$ cat config.mk
export PLATFORM = sky130hd
export DESIGN_NAME = fetch_unit
export DESIGN_NICKNAME = d
export VERILOG_FILES = /design/src/rtl/fetch_unit.sv
export SDC_FILE = /design/constraint.sdc
export NUM_CORES = 1
export LEC_CHECK = 0
export ABC_AREA = 0
export CAP_MARGIN = 20
export CORE_MARGIN = 2
export CORE_UTILIZATION = 38
export DETAILED_ROUTE_END_ITERATION = 12
export PLACE_DENSITY = 0.65
export RECOVER_POWER = 25
export SLEW_MARGIN = 20
export SYNTH_ARGS = -nofsm -noshare
export SYNTH_HDL_FRONTEND = slang
export SYNTH_SLANG_ARGS = --single-unit
$ cat constraint.sdc
create_clock -name clk -period 4.7 [get_ports clk]
set_input_delay 1.41 -clock clk [delete_from_list [all_inputs] [get_ports clk]]
set_output_delay 1.41 -clock clk [all_outputs]
set_load 0.02 [all_outputs]
$ cat src/rtl/fetch_unit.sv
// Instruction fetch sequencer: owns the PC, fetches one word at a time over
// imem req/ack and holds it for decode, honouring taken-branch redirects.
module fetch_unit #(
  parameter logic [31:0] RESET_PC = 32'h0000_0000
) (
  input  logic        clk,
  input  logic        rst_n,
  output logic        imem_req,
  output logic [31:0] imem_addr,
  input  logic        imem_ack,
  input  logic [31:0] imem_rdata,
  output logic        inst_valid,
  output logic [31:0] inst,
  output logic [31:0] inst_pc,
  input  logic        inst_ready,
  input  logic        redirect,
  input  logic [31:0] redirect_target,
  output logic [1:0]  fsm_state
);

  typedef enum logic [1:0] {
    IDLE = 2'd0,
    REQ  = 2'd1,
    HOLD = 2'd2
  } state_t;

  localparam logic [31:0] NOP = 32'h0000_0013;

  state_t      state;
  logic [31:0] pc;
  logic        pend;
  logic [31:0] pend_target;
  logic [31:0] target;

  // Handshakes: imem transfers when imem_req && imem_ack; decode transfers when
  // inst_valid && inst_ready. Request/valid never depend on ack/ready/redirect.
  assign target     = redirect_target & 32'hFFFF_FFFC;
  assign imem_req   = (state == REQ);
  assign imem_addr  = pc;
  assign inst_valid = (state == HOLD);
  assign fsm_state  = state;

  always_ff @(posedge clk or negedge rst_n) begin
    if (!rst_n) begin
      state       <= IDLE;
      pc          <= RESET_PC;
      inst        <= NOP;
      inst_pc     <= RESET_PC;
      pend        <= 1'b0;
      pend_target <= 32'h0000_0000;
    end else begin
      case (state)
        IDLE: begin
          if (redirect) pc <= target;
          state <= REQ;
        end
        REQ: begin
          if (imem_ack) begin
            // A stale fetch is dropped; the same-cycle redirect beats the pending one.
            pend <= 1'b0;
            if (redirect) begin
              pc <= target;
            end else if (pend) begin
              pc <= pend_target;
            end else begin
              inst    <= imem_rdata;
              inst_pc <= pc;
              state   <= HOLD;
            end
          end else if (redirect) begin
            pend        <= 1'b1;
            pend_target <= target;
          end
        end
        HOLD: begin
          if (redirect) begin
            pc    <= target;
            state <= REQ;
          end else if (inst_ready) begin
            pc    <= pc + 32'd4;
            state <= REQ;
          end
        end
        default: state <= IDLE;
      endcase
    end
  end

endmodule
Word level (Yosys, flattened, before mapping)
Cells that the tools add are included.
- output and inout bits: 100
- register bits: 129
- equal/unequal tests: 8
- bitwise logic cells: 3
- multiplexer cells: 15
- add/sub/neg operators: 1
- reductions and logical operators: 8
- operator list (cell ; number):
    $mux W32 ; 6
    $pmux W32 S3 ; 1
    $add A32 B3 Y32 const B ; 1
    $mux W2 ; 5
    $reduce_and A4 Y1 ; 2
    $ne A2 B2 Y1 const B ; 3
    $ne A3 B1 Y1 const B ; 2
    $pmux W2 S3 ; 1
    $reduce_and A5 Y1 ; 1
    $not A1 Y1 ; 3
    $reduce_and A3 Y1 ; 1
    $reduce_bool A3 Y1 ; 1
    $eq A2 B1 Y1 const B ; 1
    $eq A2 B2 Y1 const B ; 1
    $logic_not A2 Y1 ; 1
    $mux W1 ; 2
    $ne A2 B1 Y1 const B ; 1
    $reduce_and A2 Y1 ; 1
    $reduce_bool A2 Y1 ; 1

Depth between registers and ports, before layout
- depth after elaboration: 4
- gate-level depth with buffers: 10

Worst setup path before layout
No wires, ideal clock.
- path type: input -> register
- from: input redirect
- to: register pc[26], in the netlist imem_addr[26]
- slack: 1.881 ns
- stages: 6
- data arrival time: 2.680 ns
- buffers on the path: 2
- cell sequence: buf_6 -> nand2b_4 -> o221ai_1 -> buf_2 -> nor2_1 -> or4_1
- longest elaborated chain between the ends: 3
- RTL lines (what ; RTL line ; RTL):
    start: declaration ; 16 ; input logic redirect,
    $mux W32 ; 61 ; if (redirect) begin
    $mux W32 ; 58 ; if (imem_ack) begin
    $pmux W32 S3 ; 52 ; case (state)
    end signal: assignment ; 54 ; if (redirect) pc <= target;
    end signal: assignment ; 62 ; pc <= target;
    end signal: assignment ; 64 ; pc <= pend_target;
    end: declaration ; 30 ; logic [31:0] pc;
Parallel ways exist; a longest one is shown, timed or not. The select of a mux whose other input is x is not followed.
A chain may end at the register's enable or synchronous reset.

Worst setup path in the final report
- from: register state[1], in the netlist fsm_state[1]
- to: output imem_req
- longest elaborated chain between the ends: 1
- RTL lines (what ; RTL line ; RTL):
    start: declaration ; 29 ; state_t state;
    start signal: assignment ; 45 ; state <= IDLE;
    start signal: assignment ; 55 ; state <= REQ;
    start signal: assignment ; 68 ; state <= HOLD;
    $eq A2 B1 Y1 ; 38 ; assign imem_req = (state == REQ);
    end: declaration ; 8 ; output logic imem_req,
Every way passes these cells.

==> results.toml <==
[global_route]
grt_pass1_wl_um = 28500
grt_use_met3 = 0.0492
grt_usage = 0.210
grt_max_degree = 110
grt_pass1_vias = 5189
use_met1 = 0.268
met2_usage = 0.338
grt.overflow.total = 0
top_usage_layer = "met2"
antenna_found_initial = 0

[synth]
syn_inst = 554
post_synth_num_cell_types = 69
synthFlopType = "dfrtp_1"
synth_seq_cells = 125
synth-edff-count = 0
yosysSeqAreaShare = 0.503
postSynthAreaPerCell_um2 = 11.2
async_flop_share = 1.00
ys_warn_count = 0
synth.cell_area_um2 = 6220

[power]
ir_drop_v = 0.000492
leakage_nw = 3.57
pwr_density_cell_nw_per_um2 = 760

[clock_network]
cts_htree_levels = 4
cts_buffer_depth = 2
cts_made_buffers = 17
cts_resized = 0
cts_setup_buffers = 0
cts_tree = "done"
path_clk_slew_ns = 0.05
clock-sinks = 125
cts-root-buf = "clkbuf_16"
cts_hold_buf = 0
clock_latency_ns = 0.43

[place]
hpwl_um = 12200
pre_cts_ws_ns = 0.943
placed_cells = 903
gp_congestion = 0.803
io_buffers = 162

[setup_path]
endpoint_kind = "primary output"
critPathMaxFanout = 21
startpoint_type = "flop"
required_ns = 3.29
crit_type = "flop to primary output"
crit_arrival_ns = 2.39

[routing]
first_pass_iters = 4
wl_per_cell_um = 19.3
vias = 5212
drt_iter0_drc = 336
ant_nets = 0
drt_wl_total_um = 18000
drc = 0
via_per_inst = 5.57

[worst_hold_path]
worstHoldPathType = "flop to flop"

[layout]
n_antenna_cell = 0
final_cell_mix = "161 x clkdlybuf4s50_1, 122 x dfrtp_1, 92 x mux2_2"
fillerInstances = 1393
finalNonFillerCells = 935
utilization = 0.541
final_nets = 781
layout_commonest_cell = "clkdlybuf4s50_1"
drive_gt1_frac = 0.209
syn_to_final_growth_pct = 38.5

[flow_run]
maxCapViolCount = 1

[timing]
grt_setup_unrepaired = "no"
finalHoldViolCount = 0
finalSetupViolations = 0
period_share = 0.809
finClkSkew_ns = 0.0209
period_needed_ns = 3.80
hold_ws_ns = 0.493
setup_ws_ns = 0.896
fmax_ghz = 0.263
finalSetupTns_ns = 0
slew_viol_final = 110
slew_headroom = -0.868
tightest_slew_ns = 2.80

[floorplanning]
dieArea_um2 = 17400
io_pins = 169
die_x_um = 132
num_rows = 46
core_area_um2 = 15900
start_util = 0.390
die_h_um = 132

[status]
status = "finished with violations"
violations = "capacitance limit, slew limit"
==> critical path: stages, from the launching register on <==
cell	delay, ns
dfrtp_1	0.42
inv_1	0.13
ha_1	0.68
clkdlybuf4s50_1	0.75
==> area by class of cell <==
type	instances	area, um2	share of cell area
inverter	11	41.3	0.00479
timing repair buffer	170	1700	0.197
tap	216	270	0.0313
sequential	125	3130	0.363
clock inverter	6	82.6	0.00958
multi-input combinational	381	2890	0.335
clock buffer	26	509	0.0591
==> cell usage after synthesis (4+ instances only) <==
cell / instances / area [um2]
o21ai_0: 47 / 235
a221oi_1: 4 / 35.0
inv_1: 11 / 41.3
mux2_2: 92 / 1040
a22o_1: 11 / 96.3
buf_2: 15 / 75.1
a21oi_1: 13 / 65.1
a31oi_1: 6 / 37.5
buf_4: 4 / 30.0
nand4_1: 6 / 37.5
ha_1: 6 / 75.1
and3_1: 11 / 68.8
a22oi_1: 6 / 45.0
dfrtp_1: 122 / 3050
clkbuf_1: 19 / 71.3
nor3_1: 5 / 25.0
and4_1: 4 / 35.0
o2bb2ai_1: 4 / 35.0
a32oi_1: 7 / 61.3
nand2_1: 30 / 113
o221ai_1: 5 / 43.8
o31ai_1: 6 / 45.0
nor2_1: 40 / 150
nand3_1: 8 / 40.0
==> report_power, final <==
part / switching [W] / internal [W]
sequential: 0.000459 / 0.00162
combinational: 0.00166 / 0.00149
clock: 0.000464 / 0.000848
total: 0.00259 / 0.00396
==> sequential cells by signal (all words and copies together), names as in the netlist <==
| name | flops |
|---|---|
| fsm_state | 2 |
| imem_addr | 30 |
| pend_target | 30 |
| inst_pc | 30 |
| inst | 32 |
| pend | 1 |
==> stage by stage <==
| step | area [um2] | power, W |
|---|---|---|
| floorplan | 6230 | 0.00387 |
| global placement | 8030 | 0.00511 |
| detailed placement | 8030 | 0.00525 |
| CTS | 8630 | 0.00658 |
| global route | 8620 | 0.00692 |
| finish | 8620 | 0.00655 |
==> per-layer routing <==
layer  up-vias  wire, um
met5         -         0
met4         0       487
met3        35       976
met2       180      8890
met1      2635      7660
li1       2362         -
==> cells by family after synthesis <==
group	share of synthesized area
and+or+nand+nor	0.123
xor gates and xnor gates	0.00422
other	0.000603
DFF	0.503
buffers and inverters	0.0374
adders and majority gates	0.0121
muxes	0.170
AOI/OAI and AO/OA	0.150
==> path summary, 6_finish.rpt <==
check | startpoint | to | slack [ns] | cells past startpoint
min in group asynchronous | rst_n | inst[29]$_DFFE_PN0P_ | 1.88 | 1
min | pend_target[4]$_DFFE_PN0P_ | pend_target[4]$_DFFE_PN0P_ | 0.49 | 1
max reg2reg | fsm_state[1]$_DFFE_PN0P_ | imem_addr[9]$_DFFE_PN0P_ | 1.86 | 7
max in group asynchronous | rst_n | imem_addr[13]$_DFFE_PN0P_ | 1.17 | 1
min reg2reg | pend_target[4]$_DFFE_PN0P_ | pend_target[4]$_DFFE_PN0P_ | 0.49 | 1
max | fsm_state[1]$_DFFE_PN0P_ | imem_req | 0.90 | 3
No activity file was read; power rests on OpenSTA's default activity.
